--- src/rtl/fir_pkg.sv ---
// Shared FIR datapath definitions: NOP opcode, register-index width and the
// arbiter state encoding used by datapath_arbiter.
package fir_pkg;

  localparam logic [2:0] OP_NOP    = 3'b000;
  localparam int         REG_IDX_W = 4;

  typedef enum logic [1:0] {
    IDLE = 2'b00,
    OWN0 = 2'b01,
    OWN1 = 2'b10
  } arb_state_t;

endpackage

--- src/rtl/datapath_arbiter_grant_timer.sv ---
// grant_timer: saturating count of consecutive cycles a grant has been held.
// `expired` is high while the count sits at TIMEOUT.
module grant_timer
  import fir_pkg::*;
#(
  parameter int TIMEOUT = 64,
  parameter int CNT_W   = 7
) (
  input  logic clk,
  input  logic n_rst,
  input  logic clr,
  input  logic en,
  output logic expired
);

  localparam logic [CNT_W-1:0] LIMIT = CNT_W'(TIMEOUT);

  logic [CNT_W-1:0] count;

  // Clear wins over enable; stop counting once the limit is reached.
  always_ff @(posedge clk or negedge n_rst) begin
    if (!n_rst) begin
      count <= '0;
    end else if (clr) begin
      count <= '0;
    end else if (en && (count != LIMIT)) begin
      count <= count + 1'b1;
    end
  end

  assign expired = (count == LIMIT);

endmodule

--- src/rtl/datapath_arbiter.sv ---
// datapath_arbiter: round-robin burst arbiter sharing one FIR datapath between
// two sequencing controllers. Non-owners see NOP; overflow is routed back to
// the owner only.
// Optional watchdog: define DATAPATH_ARBITER_WATCHDOG_EN to revoke grants held
// for TIMEOUT cycles and block the offender until it drops its request.
module datapath_arbiter
  import fir_pkg::*;
#(
  parameter int TIMEOUT = 64,
  parameter int CNT_W   = 7
) (
  input  logic                      clk,
  input  logic                      n_rst,
  input  logic [1:0]                req,
  input  logic [1:0][2:0]           op_in,
  input  logic [1:0][REG_IDX_W-1:0] src1_in,
  input  logic [1:0][REG_IDX_W-1:0] src2_in,
  input  logic [1:0][REG_IDX_W-1:0] dest_in,
  input  logic [1:0][15:0]          ext1_in,
  input  logic [1:0][15:0]          ext2_in,
  input  logic                      overflow,
  output logic [1:0]                gnt,
  output logic [2:0]                op,
  output logic [REG_IDX_W-1:0]      src1,
  output logic [REG_IDX_W-1:0]      src2,
  output logic [REG_IDX_W-1:0]      dest,
  output logic [15:0]               ext_data1,
  output logic [15:0]               ext_data2,
  output logic [1:0]                ovf_out,
  output logic [1:0]                err_timeout
);

  arb_state_t state;
  logic       last;
  logic [1:0] req_eff;
  logic       expired;

`ifdef DATAPATH_ARBITER_WATCHDOG_EN
  logic [1:0] lock;
  logic [1:0] revoke;
  logic       hold;

  // Owner keeps the grant this cycle; anything else changes state.
  assign hold    = ((state == OWN0) && req[0] && !expired) ||
                   ((state == OWN1) && req[1] && !expired);
  assign revoke  = {(state == OWN1) && req[1] && expired,
                    (state == OWN0) && req[0] && expired};
  assign req_eff = req & ~lock;

  grant_timer #(.TIMEOUT(TIMEOUT), .CNT_W(CNT_W)) u_grant_timer (
    .clk    (clk),
    .n_rst  (n_rst),
    .clr    (!hold),
    .en     (hold),
    .expired(expired)
  );
`else
  logic unused_cfg;

  assign unused_cfg  = ^{TIMEOUT, CNT_W};
  assign req_eff     = req;
  assign expired     = 1'b0;
  assign err_timeout = 2'b00;
`endif

  // Arbitration FSM with registered grant; `last` remembers the latest owner.
  always_ff @(posedge clk or negedge n_rst) begin
    if (!n_rst) begin
      state <= IDLE;
      gnt   <= 2'b00;
      last  <= 1'b1;
`ifdef DATAPATH_ARBITER_WATCHDOG_EN
      lock        <= 2'b00;
      err_timeout <= 2'b00;
`endif
    end else begin
`ifdef DATAPATH_ARBITER_WATCHDOG_EN
      // A request must go low for a cycle before a revoked requester competes.
      lock        <= (lock | revoke) & req;
      err_timeout <= revoke;
`endif
      case (state)
        IDLE: begin
          if ((req_eff == 2'b01) || ((req_eff == 2'b11) && last)) begin
            state <= OWN0;
            gnt   <= 2'b01;
            last  <= 1'b0;
          end else if (req_eff[1]) begin
            state <= OWN1;
            gnt   <= 2'b10;
            last  <= 1'b1;
          end
        end
        OWN0: begin
          if (!(req[0] && !expired)) begin
            if (req_eff[1]) begin
              state <= OWN1;
              gnt   <= 2'b10;
              last  <= 1'b1;
            end else begin
              state <= IDLE;
              gnt   <= 2'b00;
            end
          end
        end
        OWN1: begin
          if (!(req[1] && !expired)) begin
            if (req_eff[0]) begin
              state <= OWN0;
              gnt   <= 2'b01;
              last  <= 1'b0;
            end else begin
              state <= IDLE;
              gnt   <= 2'b00;
            end
          end
        end
        default: begin
          state <= IDLE;
          gnt   <= 2'b00;
        end
      endcase
    end
  end

  // Route the active owner's operation; a dropped request yields NOP at once.
  always_comb begin
    op        = OP_NOP;
    src1      = '0;
    src2      = '0;
    dest      = '0;
    ext_data1 = '0;
    ext_data2 = '0;
    if (gnt[0] && req[0]) begin
      op        = op_in[0];
      src1      = src1_in[0];
      src2      = src2_in[0];
      dest      = dest_in[0];
      ext_data1 = ext1_in[0];
      ext_data2 = ext2_in[0];
    end else if (gnt[1] && req[1]) begin
      op        = op_in[1];
      src1      = src1_in[1];
      src2      = src2_in[1];
      dest      = dest_in[1];
      ext_data1 = ext1_in[1];
      ext_data2 = ext2_in[1];
    end
  end

  assign ovf_out = {2{overflow}} & gnt & req;

endmodule

--- config.mk ---
export PLATFORM = sky130hd
export DESIGN_NAME = datapath_arbiter
export DESIGN_NICKNAME = d
export VERILOG_FILES = /design/src/rtl/fir_pkg.sv /design/src/rtl/datapath_arbiter_grant_timer.sv /design/src/rtl/datapath_arbiter.sv
export SDC_FILE = /design/constraint.sdc
export NUM_CORES = 1
export LEC_CHECK = 0
export BUFFER_PORTS_ARGS = -buffer_cell sky130_fd_sc_hd__buf_2
export CORE_AREA = 2 2 59 61
export DETAILED_ROUTE_END_ITERATION = 16
export DIE_AREA = 0 0 61 63
export PLACE_DENSITY = 0.81
export SKIP_LAST_GASP = 1
export SLEW_MARGIN = 10
export SYNTH_ARGS = -nofsm -noshare
export SYNTH_HDL_FRONTEND = slang
export SYNTH_HIERARCHICAL = 1
export SYNTH_SLANG_ARGS = --single-unit
--- constraint.sdc ---
create_clock -name clk -period 2 [get_ports clk]
set_clock_uncertainty 0.15 [all_clocks]
set_input_delay 0.3 -clock clk [delete_from_list [all_inputs] [get_ports clk]]
set_output_delay 0.3 -clock clk [all_outputs]
set_load 0.03 [all_outputs]
# After elaboration in Yosys (flattened, before gate mapping)
# Index checks and enable logic that the tools add are counted.
[word_totals]
regBits = 3
in_bits = 99
word_cells = 45
output_inout_bits = 53
[op_classes]
mux = 25
n_reduce_logical = 8
n_bitwise = 2
eq_ne = 8
[ops]
columns = ["op", "count"]
rows = [
  ["$mux W16", 4],
  ["$mux W4", 6],
  ["$mux W2", 5],
  ["$mux W1", 6],
  ["$mux W3", 2],
  ["$ne A2 B2 Y1 const B", 3],
  ["$pmux W2 S3", 1],
  ["$and A2 B2 Y2", 2],
  ["$eq A2 B1 Y1 const B", 2],
  ["$eq A2 B2 Y1 const B", 2],
  ["$reduce_and A4 Y1", 1],
  ["$logic_and A1 B1 Y1", 3],
  ["$ne A3 B3 Y1 const B", 1],
  ["$pmux W1 S3", 1],
  ["$reduce_and A3 Y1", 1],
  ["$reduce_bool A3 Y1", 1],
  ["$logic_not A2 Y1", 1],
  ["$logic_or A1 B1 Y1", 1],
]

# Depth between registers and ports, before layout
# Gate-level depths: netlist (run 1).
[depth]
ltp_word = 5
ltp_mapped = 5
mapped_depth_nobuf = 5

# Least setup slack after synthesis (run 1)
# Ideal clock, no wire load.
[synth_path]
path_type = "register to output"
startpoint = "register, netlist name state[0]"
endpoint = "output dest[0]"
t_arrival_ps = 1403
path_slack_ps = 147
path_buffers = 2
stages_incl_launch_ff = 6
required_time_ps = 1550
path_cell_list = "dfrtp_1 > and2_4 > nor2_2 > buf_6 > buf_6 > a22o_1"
[synth_rtl]
columns = ["element", "line", "source"]
rows = [
  ["end, declared", "datapath_arbiter.sv:26", "output logic [REG_IDX_W-1:0] dest,"],
]

==> summary.txt, run 1 <==
Port Buffers: 149
Worst min path class: input port to asynchronous set/reset pin
Yosys warns: 6
Count of nets after finishing: 348
Final hold violations: 0
Worst stage delay on the critical path: 0.42 ns
Vias in the first global route: 1258
Maximum vdd drop: 0.000773 V
Share of cells above drive strength 1: 67.6%
CP Data Required Time: 1.55 ns
# rows: 21
Cells after synthesis: 93
Drt initial violations: 89
Avg WL per Cell: 13.6 µm
NetSw: 0.909 mW
DP HPWL: 2.98 mm
Seq pwr share: 8.0%
DRT antenna net count: 0
Vias per cell: 4.82
Critical path launch point type: register
Synthesized area per cell: 8.66 µm²
Combinational Power Share: 85.7%
Largest net degree at the start of global routing: 48
CTS clk-pin slew, worst paths: 0.04 ns
Max FO, Critical Path: 12
Arr. time, crit path: 1.51 ns
Final WL: 3.95 mm
Core area: 3230 µm²
Num CTS Buffers: 3
Main area contributors after synthesis: a22o_1 53%, dfrtp_1 6.2%, ha_1 6.2%, buf_4 5.6%, buf_6 5.6%
Die area: 3840 µm²
Vias: 1397
Max Cap Violations: 0
Max-slew violation count: 0
Initial antenna violation count: 0
Pwr/cell area: 972 nW/µm²
Pint: 0.767 mW
Register area: 78.8 µm²
Sequential area share after synthesis: 9.47%
Die W: 61 µm
# DRC: 0
Layout fillers: 322
Sw frac: 54.3%
Tmin final: 1.96 ns
Leakage: 1.04 nW
H-tree levels: 1
Layout Utilization: 53.3%
Diodes inserted: 0
# IOs: 152
Clock power share: 6.4%
Max frequency: 511 MHz
Area after DPL: 1580 µm²
Initial Util: 24.9%
Clock Latency Late Sink: 0.23 ns
CTS tree: built
First-pass GRT wire length: 5.29 mm
Clock Sinks: 3
Drt first pass iters: 4
CP endpoint kind: output pin
Fin Setup TNS: 0 ns
Clk buf depth: 2
Cell area after synthesis: 806 µm²
Launch point of the worst reg-to-reg path: state[0]
Total global routing track utilization: 17.0%
Root Driver: clkbuf_4
Slowest CP cell: dfrtp_2
WS Path Type: register to output pin
Multi-input gate area: 627 µm²
CP startpoint: state[0]
Yosys cell types: 24
Post-synth top area share: 53.3%
Path depth of the worst reg2reg path: 4
Status: complete, no violations
P&R area growth vs syn: 114%
RD Place Congestion: 0.766
R2r setup slk: 0.26 ns
Setup Viol. Count Final: 0
Post-synth top area cell: a22o_1
CP cell instances: and2_4 > nor2_4 > buf_12 > clkbuf_16 > a22o_1 > buf_2
Die H: 63 µm
Finished Cell Area: 1720 µm²
Crit share post-route: 97.8%
Yosys reg bits: 3
Grt total ovfl: 0
==> cell type report <==
cell class              instances  share of cell area [%]
repair buffers                158                    53.6
clock buffers                   4                    1.52
multi-input cells              76                    36.4
well taps                      46                    3.34
flip-flops and latches          3                    4.57
inverters                       3                   0.653
==> what timing repair did <==
item	CTS	global route
setup endpoints to repair	1	47
resized for setup	1	12
cloned	0	2
hold endpoints to repair	3	0
pin swaps	0	1
setup buffers	0	3
hold buffers	1	0
==> critical path, delay by kind of cell, from the launching register on <==
kind,cells,cell delay (ns)
AOI/OAI and AO/OA,1,0.13
buffers and inverters,3,0.47
DFF,1,0.42
and+or+nand+nor,2,0.25
==> cells in the mapped netlist <==
master,instances
a21oi_1,2
a221o_1,1
a22o_1,49
and2_4,1
and3_1,2
buf_2,2
buf_4,6
buf_6,4
conb_1,1
dfrtp_1,2
dfstp_2,1
ha_1,4
inv_1,3
mux2i_1,1
nand2_1,1
nand2b_1,3
nor2_1,2
nor2_2,1
nor2b_1,1
nor3_1,1
nor3b_1,1
nor4b_1,1
o21ai_0,2
o32a_1,1
==> through the flow <==
step / total power, mW / cells / setup slack, ns / hold slack [ns]
floorplan: 1.08 / 94 / 0.147 / -0.146
global placement: 1.44 / 280 / 0.247 / -0.0516
detailed placement: 1.45 / 280 / 0.230 / -0.0495
CTS: 1.57 / 285 / 0.00696 / 0.248
global route: 1.78 / 290 / -0.00567 / 0.265
finish: 1.68 / 290 / 0.0444 / 0.256
==> power by group through the flow <==
stage / clock [mW] / sequential, mW / combinational, mW
6_report: 0.107 / 0.134 / 1.44
5_1_grt: 0.112 / 0.137 / 1.53
4_1_cts: 0.110 / 0.135 / 1.33
3_5_place_dp: 0 / 0.135 / 1.32
3_3_place_gp: 0 / 0.133 / 1.31
2_1_floorplan: 0 / 0.155 / 0.929
==> cells by family (layout without fill, tap and decap cells) <==
group	after synthesis	count (layout)	synth area share, %
AOI/OAI and AO/OA	55	55	58.2
and+or+nand+nor	14	14	10.6
adders and majority gates	4	4	6.21
DFF	3	3	9.47
muxes	1	1	1.24
other	1	2	0.465
buffers and inverters	15	165	13.8
==> layer usage <==
layer  vias up  track usage, %  share of wire [%]
li1        683               -                  -
met1       648            18.0                 39
met2        66            32.0                 51
met3         0            5.18                9.7
met4         0            2.72                  0
met5         -               0                  0
==> flip-flops by register name (all words and copies together) (netlist names) <==
| register | cells |
|---|---|
| state | 2 |
| last | 1 |
==> cell usage in the layout (no fill, tap or decap), types with 3 or more instances in the layout <==
cell type	netlist	routed
buf_2	2	140
a22o_1	49	49
clkbuf_4	0	9
buf_4	6	5
ha_1	4	4
buf_12	0	4
inv_1	3	3
nand2b_1	3	3
==> path summary, 6_finish.rpt <==
check | endpoint
min in group clk | state[1]
worst min-delay path | state[1]
worst max register to register | state[0]
worst min register to register | last
max in group asynchronous | last
worst max-delay path | ext_data2[7]
(Power assumes the default switching activity.)
==> run 2: changes to the inputs <==
--- a/config.mk
+++ b/config.mk
@@ -6,10 +6,10 @@
 export NUM_CORES = 1
 export LEC_CHECK = 0
 export BUFFER_PORTS_ARGS = -buffer_cell sky130_fd_sc_hd__buf_2
-export CORE_AREA = 2 2 59 61
+export CORE_AREA = 2 2 63 65
 export DETAILED_ROUTE_END_ITERATION = 16
-export DIE_AREA = 0 0 61 63
-export PLACE_DENSITY = 0.81
+export DIE_AREA = 0 0 65 67
+export PLACE_DENSITY = 0.75
 export SKIP_LAST_GASP = 1
 export SLEW_MARGIN = 10
 export SYNTH_ARGS = -nofsm -noshare
==> constraint.sdc (replaced) <==
create_clock -name clk -period 1.72 [get_ports clk]
set_clock_uncertainty 0.15 [all_clocks]
set_input_delay 0.258 -clock clk [delete_from_list [all_inputs] [get_ports clk]]
set_output_delay 0.258 -clock clk [all_outputs]
set_load 0.03 [all_outputs]
==> run 2 against run 1 <==
  * The flow now finishes with violations (negative setup slack)
  * Die area is 13% higher
  * Cell count is 1.4% higher
  * Via count is 1.9% lower
  * First-iteration DRC count is 40% lower
  * Worst hold slack worse by 0.018 ns
  * Sequential share of layout area is 0.52 points lower
  * Non-clock buffer count is 2 higher
  * Power is 34% higher
  * Register-to-register slack worse by 0.20 ns
  * Critical endpoint is now ext_data1[2]
  * Largest power group unchanged
==> summary.txt, run 2 (synthesis results as in run 1) <==
Cell Count, Final, Fillers Out: 294 (was 290)
CP Data Required Time: 1.31 ns (was 1.55 ns)
Leakage: 1.09 nW (was 1.04 nW)
DP HPWL: 3.09 mm (was 2.98 mm)
# rows: 22 (was 21)
Initial antenna violation count: 0 (unchanged)
DRT antenna net count: 0 (unchanged)
Critical path launch point type: register (unchanged)
Fin Setup TNS: -3.75 ns (was 0 ns)
Pwr/cell area: 1150 nW/µm² (was 972 nW/µm²)
Clk buf depth: 2 (unchanged)
Final worst slack: -0.0992 ns (was 0.0444 ns)
CTS tree: built (unchanged)
Grt total ovfl: 0 (unchanged)
Setup Viol. Count Final: 47 (was 0)
Initial Util: 22.3% (was 24.9%)
Max Cap Violations: 0 (unchanged)
RD Place Congestion: 0.747 (was 0.766)
Max-slew violation count: 0 (unchanged)
Diodes inserted: 0 (unchanged)
Most flops, register: state (unchanged)
Root Driver: clkbuf_8 (was clkbuf_4)
Core area: 3610 µm² (was 3230 µm²)
Max reg flops: 2 (unchanged)
Drt first pass iters: 4 (unchanged)
Maximum vdd drop: 0.000693 V (was 0.000773 V)
Num CTS Buffers: 3 (unchanged)
Total global routing track utilization: 16.9% (was 17.0%)
Commonest non-fill, non-tap cells in the layout: 102 x buf_2, 28 x a22o_2, 28 x buf_6, 28 x buf_4, 19 x a22o_1 (was 140 x buf_2, 49 x a22o_1, 9 x clkbuf_4)
# DRC: 0 (unchanged)
Die W: 65 µm (was 61 µm)
WS Path Type: register to output pin (unchanged)
Vias per cell: 4.66 (was 4.82)
Vias in the first global route: 1246 (was 1258)
Inst Count DP: 286 (was 280)
Clock Latency Late Sink: 0.22 ns (was 0.23 ns)
Hold slack: 0.238 ns (was 0.256 ns)
Count of nets after finishing: 350 (was 348)
Port Buffers: 149 (unchanged)
Die area: 4360 µm² (was 3840 µm²)
Final hold violations: 0 (unchanged)
Share of cells above drive strength 1: 80.5% (was 67.6%)
Clock Sinks: 3 (unchanged)
Tmin final: 1.82 ns
Status: complete, but fails checks (was complete, no violations)
Crit share post-route: 106%
Dpl ws: 0.0394 ns (was 0.230 ns)
H-tree levels: 1 (unchanged)
Final WL: 4.32 mm (was 3.95 mm)
Layout Utilization: 53.9% (was 53.3%)
CP endpoint kind: output pin (unchanged)
Vias: 1371 (was 1397)
Regs by FF count: state: 2 flops, last: 1 flops (unchanged)
Failing checks: negative setup slack
Worst min path class: input port to asynchronous set/reset pin (unchanged)
Finished Cell Area: 1940 µm² (was 1720 µm²)
RSZ-0062 raised after global routing: yes
# IOs: 152 (unchanged)
R2r setup slk: 0.06 ns (was 0.26 ns)
Arr. time, crit path: 1.41 ns (was 1.51 ns)
P&R area growth vs syn: 141% (was 114%)
Area after DPL: 1640 µm² (was 1580 µm²)
Drt initial violations: 53 (was 89)
Die H: 67 µm (was 63 µm)
Total power draw: 2.24 mW (was 1.68 mW)
CTS clk-pin slew, worst paths: 0.03 ns (was 0.04 ns)
Avg WL per Cell: 14.7 µm (was 13.6 µm)
Max frequency: 550 MHz
First-pass GRT wire length: 5.75 mm (was 5.29 mm)
Largest net degree at the start of global routing: 25 (was 48)
Commonest non-fill, non-tap cell in the layout: buf_2 (unchanged)
Max FO, Critical Path: 23 (was 12)
-- run 2: cell count changes in the layout (fill, tap and decap cells not counted), sizes merged --
cell,previous run,this run
buf,149,159
clkbuf,12,4
-- run 2: power by group --
group,switching (mW),internal [mW]
clock,0.0500,0.158
sequential,0.0218,0.115
combinational,1.03,0.865
total,1.10,1.14
-- run 2: cell type report --
type	count	area (µm²)
multi-input combinational	76	682
fill	341	1660
sequential	3	78.8
inverter	3	11.3
tap	48	60.1
clock buffer	4	45.0
timing repair buffer	160	1070
-- run 2: worst max-delay path: stages (launching register included) --
cell and delay (ns):
dfrtp_2 0.39, and2_4 0.16, nor2_4 0.17, buf_12 0.18, a22o_2 0.15, buf_4 0.15
-- run 2: final timing paths --
path                                from            to  cells past startpoint
max in group asynchronous          n_rst          last                      2
min in group clk                  req[1]      state[0]                      3
worst min register to register      last          last                      1
worst max-delay path            state[0]  ext_data1[2]                      5
worst min-delay path               n_rst      state[1]                      2
worst max register to register  state[0]      state[0]                      6
-- run 2: per-layer routing --
layer,track usage (%),vias to the layer above,wire length (µm)
met2,32.2,65,2360
met5,0,-,0
li1,-,683,-
met4,6.91,0,40
met3,3.72,4,412
met1,17.8,619,1510
-- run 2: timing repair --
item	CTS	global route
hold endpoints to repair	3	0
endpoints found under the setup margin	47	49
resized for setup	77	2
setup buffers	4	0
pin swaps	2	4
cloned	1	0
hold buffers	1	0
